--- src/rtl/fetch_unit.sv ---
// fetch_unit -- instruction fetch front end with a small instruction queue.
//
// Issues one instruction-bus request at a time, pushes returned words into a
// circular queue together with their fetch address, and presents the queue
// head to decode. A redirect flushes the queue and restarts fetch at a new PC.
// A request whose data is still in flight when a redirect arrives is held
// until its data_ok (FLUSH) and its data is dropped.
//
// Ports
//   clk, rst             rising-edge clock, synchronous active-high reset
//   ireq_valid/addr      instruction-bus request (registered)
//   iresp_addr_ok        address handshake (unused: requests are held to data_ok)
//   iresp_data_ok/data   instruction-bus response
//   enable               permits issuing new requests
//   redirect_valid/pc    flush-and-redirect strobe and target
//   deq_ready            decode consumes the queue head this cycle
//   if_id_valid/inst/inst_pc  queue head
//   pc                   next address to be fetched
//   count                queue occupancy
//   ok                   no bus transaction outstanding
module fetch_unit #(
    parameter int unsigned QDEPTH  = 4,
    parameter logic [31:0] PC_INIT = 32'h8000_0000
) (
    input  logic                          clk,
    input  logic                          rst,
    output logic                          ireq_valid,
    output logic [31:0]                   ireq_addr,
    input  logic                          iresp_addr_ok,
    input  logic                          iresp_data_ok,
    input  logic [31:0]                   iresp_data,
    input  logic                          enable,
    input  logic                          redirect_valid,
    input  logic [31:0]                   redirect_pc,
    input  logic                          deq_ready,
    output logic                          if_id_valid,
    output logic [31:0]                   if_id_inst,
    output logic [31:0]                   if_id_inst_pc,
    output logic [31:0]                   pc,
    output logic [$clog2(QDEPTH+1)-1:0]   count,
    output logic                          ok
);

    localparam int unsigned CW = $clog2(QDEPTH + 1);
    localparam int unsigned PW = $clog2(QDEPTH);
    localparam logic [CW-1:0] DEPTH_C = CW'(QDEPTH);

    localparam logic [1:0] ST_IDLE  = 2'd0;
    localparam logic [1:0] ST_BUSY  = 2'd1;
    localparam logic [1:0] ST_FLUSH = 2'd2;

    logic [1:0]    state_q, state_d;
    logic [31:0]   req_addr_q, req_addr_d;
    logic [31:0]   pc_q, pc_d;
    logic [CW-1:0] count_q, count_d;
    logic [PW-1:0] head_q, head_d;
    logic [PW-1:0] tail_q, tail_d;

    logic [31:0] inst_mem [QDEPTH];
    logic [31:0] pc_mem   [QDEPTH];

    logic        enq;
    logic        deq;
    logic        flush;
    logic [CW:0] occ_after;
    logic        room_after;

    // Acceptance of addr_ok is irrelevant: the request stays up until data_ok.
    logic unused_addr_ok;
    assign unused_addr_ok = iresp_addr_ok;

    assign deq = deq_ready && (count_q != '0);

    // Occupancy once this cycle's word lands and any pop happens; a new issue
    // needs a free slot reserved for its eventual data.
    assign occ_after  = {1'b0, count_q} + (CW+1)'(1) - (CW+1)'(deq);
    assign room_after = occ_after < {1'b0, DEPTH_C};

    always_comb begin
        state_d    = state_q;
        req_addr_d = req_addr_q;
        pc_d       = pc_q;
        flush      = 1'b0;
        enq        = 1'b0;
        case (state_q)
            ST_IDLE: begin
                if (redirect_valid) begin
                    pc_d  = redirect_pc;
                    flush = 1'b1;
                end else if (enable && (count_q < DEPTH_C)) begin
                    state_d    = ST_BUSY;
                    req_addr_d = pc_q;
                end
            end
            ST_BUSY: begin
                if (redirect_valid) begin
                    pc_d    = redirect_pc;
                    flush   = 1'b1;
                    state_d = iresp_data_ok ? ST_IDLE : ST_FLUSH;
                end else if (iresp_data_ok) begin
                    enq  = 1'b1;
                    pc_d = pc_q + 32'd4;
                    if (enable && room_after) begin
                        req_addr_d = pc_q + 32'd4;
                    end else begin
                        state_d = ST_IDLE;
                    end
                end
            end
            ST_FLUSH: begin
                if (redirect_valid) begin
                    pc_d  = redirect_pc;
                    flush = 1'b1;
                end
                if (iresp_data_ok) begin
                    state_d = ST_IDLE;
                end
            end
            default: state_d = ST_IDLE;
        endcase
    end

    always_comb begin
        head_d  = head_q;
        tail_d  = tail_q;
        count_d = count_q;
        if (flush) begin
            head_d  = '0;
            tail_d  = '0;
            count_d = '0;
        end else begin
            if (enq) begin
                tail_d = tail_q + PW'(1);
            end
            if (deq) begin
                head_d = head_q + PW'(1);
            end
            count_d = count_q + CW'(enq) - CW'(deq);
        end
    end

    always_ff @(posedge clk) begin
        if (rst) begin
            state_q    <= ST_IDLE;
            req_addr_q <= PC_INIT;
            pc_q       <= PC_INIT;
            count_q    <= '0;
            head_q     <= '0;
            tail_q     <= '0;
        end else begin
            state_q    <= state_d;
            req_addr_q <= req_addr_d;
            pc_q       <= pc_d;
            count_q    <= count_d;
            head_q     <= head_d;
            tail_q     <= tail_d;
        end
    end

    // Storage needs no reset; occupancy alone decides what is visible.
    always_ff @(posedge clk) begin
        if (enq) begin
            inst_mem[tail_q] <= iresp_data;
            pc_mem[tail_q]   <= req_addr_q;
        end
    end

    assign ireq_valid    = (state_q == ST_BUSY) || (state_q == ST_FLUSH);
    assign ireq_addr     = req_addr_q;
    assign if_id_valid   = (count_q != '0);
    assign if_id_inst    = inst_mem[head_q];
    assign if_id_inst_pc = pc_mem[head_q];
    assign pc            = pc_q;
    assign count         = count_q;
    assign ok            = (state_q == ST_IDLE);

endmodule

--- config.mk ---
export PLATFORM = sky130hd
export DESIGN_NAME = fetch_unit
export DESIGN_NICKNAME = d
export VERILOG_FILES = /design/src/rtl/fetch_unit.sv
export SDC_FILE = /design/constraint.sdc
export NUM_CORES = 1
export LEC_CHECK = 0
export CAP_MARGIN = 20
export CORE_ASPECT_RATIO = 2
export CORE_MARGIN = 10
export CORE_UTILIZATION = 49
export CTS_CLUSTER_DIAMETER = 200
export DETAILED_ROUTE_END_ITERATION = 10
export PLACE_DENSITY = 0.76
export SLEW_MARGIN = 5
export SYNTH_ARGS = -nofsm -noshare
export SYNTH_HDL_FRONTEND = slang
export SYNTH_SLANG_ARGS = --single-unit
--- constraint.sdc ---
create_clock -name clk -period 2.8 [get_ports clk]
set_clock_uncertainty 0.05 [all_clocks]
set_input_delay 0.42 -clock clk [delete_from_list [all_inputs] [get_ports clk]]
set_output_delay 0.42 -clock clk [all_outputs]
set_load 0.02 [all_outputs]
; ---- After elaboration in Yosys (flattened, before gate mapping)
; Memory sizes are Yosys's and may differ from the RTL's. A register that Yosys moved wholly into a read port is not among the register bits.
; Index checks and enable logic that the tools add are counted.
[word_totals]
in_bits = 71
out_inout_bits = 134
regBits = 73
ram_bits = 256
n_memories = 2
[op_classes]
n_reduce_logical = 14
add_sub_neg = 7
magnitude_cmp = 2
eq_ne = 11
muxes = 29
[mem_list]
columns = memory, words, width, read_ports, rd_ports_with_merged_regs, write_ports, line
row1 = inst_mem, 4, 32, 1, 1, 1, 59  ; logic [31:0] inst_mem [QDEPTH];
row2 = pc_mem, 4, 32, 1, 1, 1, 60  ; logic [31:0] pc_mem [QDEPTH];
[ops]
columns = operator, n
row1 = $mux W32, 8
row2 = $pmux W32 S2, 2
row3 = $add A32 B3 Y32 const B, 1
row4 = $mux W2, 11
row5 = $ne A2 B2 Y1 const B, 5
row6 = $mux W1, 7
row7 = $ne A3 B3 Y1 const B, 2
row8 = $pmux W2 S3, 1
row9 = $reduce_and A6 Y1, 1
row10 = $reduce_and A5 Y1, 1
row11 = $add A2 B1 Y2 const B, 2
row12 = $add A3 B1 Y4 const B, 1
row13 = $lt A4 B3 Y1 const B, 1
row14 = $ne A2 B1 Y1 const B, 2
row15 = $reduce_bool A2 Y1, 2
row16 = $reduce_or A2 Y1, 2
row17 = $sub A4 B1 Y4, 1
row18 = $add A3 B1 Y3, 1
row19 = $logic_and A1 B1 Y1, 3
row20 = $lt A3 B3 Y1 const B, 1
row21 = $reduce_and A3 Y1, 1
row22 = $reduce_bool A3 Y1, 1
row23 = $reduce_or A3 Y1, 1
row24 = $sub A3 B1 Y3, 1
row25 = other kinds (4), 4

; ---- Logic depth before layout (Yosys ltp)
; Gate-level depths: netlist of the first run.
[logic_depth]
depth_word = 9
mapped_depth = 12
ltp_nobuf = 11

; ---- Least setup slack after synthesis of the first run
; OpenSTA, ideal clock, no wires.
[synth_path]
path_type = reg2reg
from = register state_q[0]
to = memory inst_mem[0][0], enable pin
setup_slack_ps = -171
setup_time_ps = 429
n_path_buf = 1
t_arrival_ps = 2492
synth_period_minus_slack_ps = 2971
stages_incl_launch_ff = 5
cell_sequence = dfxtp_1 > ha_1 > buf_2 > and3_1 > and2_1
[synth_between]
elab_chain_cells = 4
[synth_rtl]
columns = item, line
row1 = start: declaration, 52  ; logic [1:0] state_q, state_d;
row2 = start signal: assignment, 151  ; state_q <= state_d;
row3 = $eq A2 B1 Y1, 85  ; case (state_q)
row4 = $mux W1, 85
row5 = $mux W1, 162  ; if (enq) begin
row6 = $mux W1 (not written as such), 163  ; inst_mem[tail_q] <= iresp_data;
row7 = end: declaration, 59
; Every way passes these cells.

==> results.json, run 1 <==
{
  "synth-async-reset-ratio": 0,
  "ys_types": 53,
  "wirelength_um": 32700,
  "setup_viol": 0,
  "syn_to_final_growth_pct": 27.4,
  "numCtsBuffers": 28,
  "worstSetupPathType": "reg -> out",
  "diodes": 0,
  "synthFlopType": "edfxtp_1",
  "place.gp.congestion": 0.913,
  "portBuffers": 203,
  "clk_path_buf_depth": 3,
  "cp.arrival_ns": 2.25,
  "critPathRequiredTime_ns": 2.33,
  "cap_violations": 0,
  "ir_drop_mv": 0.565,
  "grt_pass1_vias": 8476,
  "startpoint_type": "flop",
  "grt_setup_unrepaired": "false",
  "fmax_mhz": 367,
  "die_y_um": 255,
  "synth-compound-area-share": 0.0650,
  "cp_max_fo": 19,
  "htreeDepth": 1,
  "clk_latency_ns": 0.55,
  "drive_gt1_frac": 0.146,
  "ys.warnings.count": 0,
  "cts_tree": "yes",
  "antenna_found_initial": 0,
  "hold_class": "in -> reg",
  "slew_headroom": 0.588,
  "num_io_pins": 205,
  "synth_edf_count": 256,
  "powerDensity_nw_per_um2": 673,
  "start_util": 0.500,
  "gr-total-overflow": 0,
  "syn_avg_cell_area_um2": 15.2,
  "finalCriticalPeriod_ns": 2.72,
  "synthXorXnorAreaFrac": 0.0201,
  "rr_worst_depth": 6,
  "drt_iter0_markers": 532,
  "p_leak_nw": 5.88,
  "synthAdderAreaFrac": 0.0117,
  "grt_pass1_wl_um": 49800,
  "rows": 85,
  "grt_usage": 0.186,
  "die-area_um2": 35000,
  "num_vias": 8320,
  "status": "finished, final reports clean",
  "holdPathEnd": "ireq_addr[0]$_SDFFE_PP0P_",
  "cts-root-buf": "clkbuf_16",
  "drt_pre_antenna_iters": 5,
  "dp_hpwl_um": 22800,
  "die_width_um": 137,
  "end_kind": "output port",
  "yosys.area_share.simple": 0.0842,
  "final_net_count": 1176,
  "place_area_um2": 16200,
  "worst_pin_slew_ns": 0.612,
  "slew_violations": 0,
  "synth_top_family_by_area": "multiplexers",
  "routedWlPerCell_um": 22.4,
  "cts.sinks": 331,
  "netlist_instances": 888,
  "ys_seq_area_frac": 0.681,
  "timing.rr.start": "state_q[0]$_SDFFE_PP0P_",
  "grt_max_degree": 65,
  "synthesis.nets": 971,
  "timing.reg2reg.setup_slack_ns": 0.22,
  "drcViolationCount": 0,
  "viasPerCell": 5.69,
  "ys_ff_latch": 331,
  "fin_crit_sh": 0.972,
  "final_cell_area_um2": 17200,
  "cts_setup_buffers": 0,
  "fin_tns_setup_ns": 0,
  "clk_transition_reported_paths_ns": 0.07,
  "nFillCells": 2044,
  "hold_depth": 2,
  "synth_area_um2": 13500,
  "hold_path_startpoint": "rst",
  "r2r_end": "pc[25]$_SDFFE_PP0P_",
  "finalHoldViolCount": 0,
  "synthMuxAreaShare": 0.113,
  "ant_nets": 0,
  "core_um2": 27000,
  "postCtsHoldBufs": 0
}
## synthesized netlist by cell type, types with 3 or more instances
cell type | number | area share
nor2_1 | 64 | 0.018
and2_1 | 12 | 0.0056
or4_1 | 3 | 0.0017
mux4_2 | 64 | 0.11
a32o_1 | 5 | 0.0037
clkbuf_1 | 42 | 0.012
mux2i_1 | 8 | 0.0059
o31ai_1 | 7 | 0.0039
and4_1 | 9 | 0.0058
a311oi_1 | 6 | 0.0039
nor4_1 | 3 | 0.0014
nor3_1 | 25 | 0.0093
o211ai_1 | 6 | 0.0033
xnor2_1 | 19 | 0.012
nand2_1 | 46 | 0.013
inv_1 | 15 | 0.0042
or3_1 | 7 | 0.0032
and3_1 | 14 | 0.0065
buf_4 | 5 | 0.0028
nand3_1 | 24 | 0.0089
buf_1 | 10 | 0.0028
a31oi_1 | 8 | 0.0037
o22ai_1 | 4 | 0.0019
nand4_1 | 13 | 0.0060
o21ai_0 | 25 | 0.0093
dfxtp_1 | 75 | 0.11
xor2_1 | 12 | 0.0078
a211oi_1 | 28 | 0.016
a21oi_1 | 24 | 0.0089
edfxtp_1 | 256 | 0.57
buf_2 | 9 | 0.0033
ha_1 | 11 | 0.010
## state kept, by name, indices dropped and copies added, names as in the netlist, named ones only
| signal | flops |
|---|---|
| ireq_addr | 32 |
| pc | 32 |
| head_q | 2 |
| tail_q | 2 |
| inst_mem | 128 |
| state_q | 2 |
| pc_mem | 128 |
| count | 3 |
## worst max-delay path by stage
stage	depth (start not counted)	to	from	slack, ns
after CTS	3	if_id_inst[14]	flop	0.0002
after floorplan	9	count[2]$_SDFF_PP0_	count[0]$_SDFF_PP0_	0.33
after global placement	11	count[2]$_SDFF_PP0_	redirect_valid	0.20
after detailed placement	11	count[2]$_SDFF_PP0_	redirect_valid	0.20
after global routing	3	if_id_inst[17]	flop	0.006
final	3	if_id_inst[0]	flop	0.08
## kinds of logic (layout without fill, tap and decap cells)
group / Yosys count / in the layout
mux: 72 / 72
compound gates: 131 / 131
flops: 331 / 331
xor+xnor: 31 / 31
buf+inv: 83 / 310
simple gates: 228 / 228
fa+ha+maj: 12 / 12
## critical path, stage by stage, from the launching register on
cell and delay, ns:
dfxtp_4 0.41, buf_12 0.20, mux4_2 0.51, clkdlybuf4s50_1 0.57
## layout by cell type, fill, tap and decap left out, types with 15 or more instances in the layout
cell type        count
edfxtp_1           256
clkdlybuf4s50_1    142
dfxtp_1             73
mux4_2              64
nor2_1              64
nand2_1             46
dlymetal6s2s_1      36
clkbuf_16           31
a211oi_1            28
o21ai_0             25
buf_4               25
nand3_1             24
nor3_1              24
a21oi_1             24
dlygate4sd2_1       24
xnor2_1             19
inv_1               15
## repair_timing
| item | CTS | global route |
|---|---|---|
| gates resized for setup | 24 | 37 |
| endpoints found under the setup margin | 24 | 27 |
| cloned | 0 | 0 |
## routing by layer
metal  track usage  wire, um  vias to the layer above
li1              -         -                     3877
met3        0.0339      1890                       60
met5             0         0                        -
met4        0.0750      1120                        0
met2         0.346     18100                      298
met1         0.199     11600                     4085
## cell type report
class                   instances  area (um2)  area share
clock buffers                  33         783      0.0455
clock inverters                19         183      0.0106
inverters                      16        60.1     0.00349
multi-input cells             474        3980       0.231
flip-flops and latches        331        9200       0.535
well taps                     348         435      0.0253
repair buffers                242        2560       0.149
## report_power, final
| group | total [W] | internal [W] | switching, W |
|---|---|---|---|
| Combinational | 0.00170 | 0.000774 | 0.000931 |
| Clock | 0.00397 | 0.00222 | 0.00175 |
| Sequential | 0.00590 | 0.00559 | 0.000307 |
| Total | 0.0116 | 0.00858 | 0.00299 |
## metrics by stage
| stage | instances | hold WS [ns] | setup slack [ns] | power, W | utilization |
|---|---|---|---|---|---|
| 2_1_floorplan | 888 | 0.419 | 0.333 | 0.00684 | - |
| 3_3_place_gp | 1411 | 0.439 | 0.196 | 0.00770 | 0.599 |
| 3_5_place_dp | 1411 | 0.456 | 0.198 | 0.00774 | 0.599 |
| 4_1_cts | 1463 | 0.260 | 0.000173 | 0.0117 | 0.633 |
| 5_1_grt | 1463 | 0.306 | 0.00611 | 0.0120 | 0.637 |
| 6_report | 1463 | 0.280 | 0.0783 | 0.0116 | 0.637 |
Note: power is estimated with default switching activity, not from simulation.
==> run 2: changes to the inputs <==
--- a/config.mk
+++ b/config.mk
@@ -5,7 +5,7 @@
 export SDC_FILE = /design/constraint.sdc
 export NUM_CORES = 1
 export LEC_CHECK = 0
-export CAP_MARGIN = 20
+export CAP_MARGIN = 0
 export CORE_ASPECT_RATIO = 2
 export CORE_MARGIN = 10
 export CORE_UTILIZATION = 49
==> results of run 2 <==
Same layout as run 1: the final DEF is identical, and so are final timing and power.
==> run 3: changes to the inputs <==
--- a/config.mk
+++ b/config.mk
@@ -7,11 +7,10 @@
 export LEC_CHECK = 0
 export CAP_MARGIN = 0
 export CORE_ASPECT_RATIO = 2
-export CORE_MARGIN = 10
-export CORE_UTILIZATION = 49
+export CORE_UTILIZATION = 45
 export CTS_CLUSTER_DIAMETER = 200
 export DETAILED_ROUTE_END_ITERATION = 10
-export PLACE_DENSITY = 0.76
+export PLACE_DENSITY = 0.71
 export SLEW_MARGIN = 5
 export SYNTH_ARGS = -nofsm -noshare
 export SYNTH_HDL_FRONTEND = slang
==> results.json, run 3 (synthesis results as in run 1) <==
{
  "p_sw_w": 0.00294,
  "grt_pass1_vias": 8719,
  "cts-root-buf": "clkbuf_16",
  "grt_pass1_wl_um": 49100,
  "setup_viol": 0,
  "drt_iter0_markers": 423,
  "htreeDepth": 1,
  "place.gp.congestion": 0.927,
  "startpoint_type": "flop",
  "wirelength_um": 31800,
  "worstSetupPathType": "reg -> out",
  "cp_max_fo": 8,
  "viasPerCell": 5.66,
  "final_util": 0.583,
  "die_width_um": 124,
  "portBuffers": 203,
  "powerDensity_nw_per_um2": 673,
  "switching_share": 0.254,
  "core_um2": 29500,
  "grt_usage": 0.208,
  "drt_pre_antenna_iters": 4,
  "cts_tree": "yes",
  "final_net_count": 1192,
  "p_clk_frac": 0.342,
  "diodes": 0,
  "slew_headroom": 0.593,
  "fin_hold_ws_ns": 0.225,
  "num_io_pins": 205,
  "dp_slack_ns": 0.189,
  "status": "finished, final reports clean",
  "p_leak_nw": 5.71,
  "internal_power_w": 0.00864,
  "numCtsBuffers": 28,
  "grt_max_degree": 63,
  "start_util": 0.458,
  "seqPwrFrac": 0.509,
  "end_kind": "output port",
  "dp_hpwl_um": 21600,
  "ir_drop_mv": 0.455,
  "worst_pin_slew_ns": 0.610,
  "fin_crit_sh": 0.974,
  "routedWlPerCell_um": 21.3,
  "final_common_cell": "edfxtp_1",
  "critPathRequiredTime_ns": 2.33,
  "finalCriticalPeriod_ns": 2.73,
  "grt_setup_unrepaired": "false",
  "comb_power_share": 0.148,
  "gr-total-overflow": 0,
  "cap_violations": 0,
  "clk_transition_reported_paths_ns": 0.07,
  "slew_violations": 0,
  "rows": 89,
  "cp.arrival_ns": 2.26,
  "die-area_um2": 30700,
  "antenna_found_initial": 0,
  "hold_class": "in -> reg",
  "postCtsHoldBufs": 0,
  "finalHoldViolCount": 0,
  "dp.cells": 1438,
  "clk_path_buf_depth": 3,
  "cts.sinks": 331,
  "finalWorstSetupSlack_ns": 0.0723,
  "die_y_um": 247,
  "drive_gt1_frac": 0.151,
  "fin_cells": 1494,
  "fmax_mhz": 367,
  "num_vias": 8455,
  "drcViolationCount": 0,
  "fin_tns_setup_ns": 0,
  "reg_top3": "inst_mem x128, pc_mem x128",
  "syn_to_final_growth_pct": 27.4,
  "layout_common_cells": "256 x edfxtp_1, 147 x clkdlybuf4s50_1, 73 x dfxtp_1",
  "clk_latency_ns": 0.55,
  "ant_nets": 0
}
## run 3: cell types whose count changed in the layout (fill, tap and decap cells not counted), sizes merged, moves of 2 or more
| cell | before | now |
|---|---|---|
| buf | 40 | 55 |
| bufinv | 2 | 4 |
| clkbuf | 33 | 35 |
| clkdlybuf4s50 | 142 | 147 |
| dlygate4sd2 | 24 | 50 |
| dlymetal6s2s | 36 | 5 |
| inv | 19 | 15 |
## run 3: worst max-delay path, cell delays in order (launching register included)
cell and delay [ns]:
dfxtp_4 0.44, buf_6 0.20, mux4_2 0.52, clkdlybuf4s50_1 0.55
## run 3: per-stage QoR
stage	power, W	instance area, um2
CTS	0.0117	17200
global placement	0.00772	16300
detailed placement	0.00776	16300
global route	0.0120	17200
finish	0.0116	17200
floorplan	0.00684	13500
## run 3: worst paths after layout
kind                                              start                     end  slack [ns]  depth (start not counted)
worst min register to register   tail_q[1]$_SDFFE_PP0P_  tail_q[1]$_SDFFE_PP0P_        0.46                          2
worst min-delay path                                rst      pc[3]$_SDFFE_PP0P_        0.22                          2
worst max register to register  state_q[0]$_SDFFE_PP0P_     pc[14]$_SDFFE_PP0P_        0.27                          7
worst max-delay path                               flop          if_id_inst[18]        0.07                          3
## run 3: routing by layer
metal,up-vias,GRT usage,share of wire
met2,297,0.392,0.55
li1,3905,-,-
met4,0,0.116,0.052
met5,-,0,0
met1,4172,0.224,0.35
met3,81,0.0232,0.042
## run 3: final cells by class
| class | count | area [um2] |
|---|---|---|
| fillers | 2304 | 12300 |
| flip-flops and latches | 331 | 9200 |
| multi-input cells | 474 | 3980 |
| repair buffers | 258 | 2580 |
| clock buffers | 35 | 748 |
| well taps | 364 | 455 |
| clock inverters | 16 | 179 |
| inverters | 16 | 60.1 |
## run 3: power groups by stage
stage / combinational, W / clock [W] / sequential (W)
2_1_floorplan: 0.000769 / 0 / 0.00608
3_3_place_gp: 0.00173 / 0 / 0.00599
3_5_place_dp: 0.00175 / 0 / 0.00601
4_1_cts: 0.00174 / 0.00406 / 0.00590
5_1_grt: 0.00184 / 0.00424 / 0.00594
6_report: 0.00172 / 0.00396 / 0.00590
## run 3: repair_timing
item,4_1_cts,5_1_grt
setup buffers,4,0
setup endpoints to repair,61,5
gates resized for setup,52,5
gates cloned,1,0
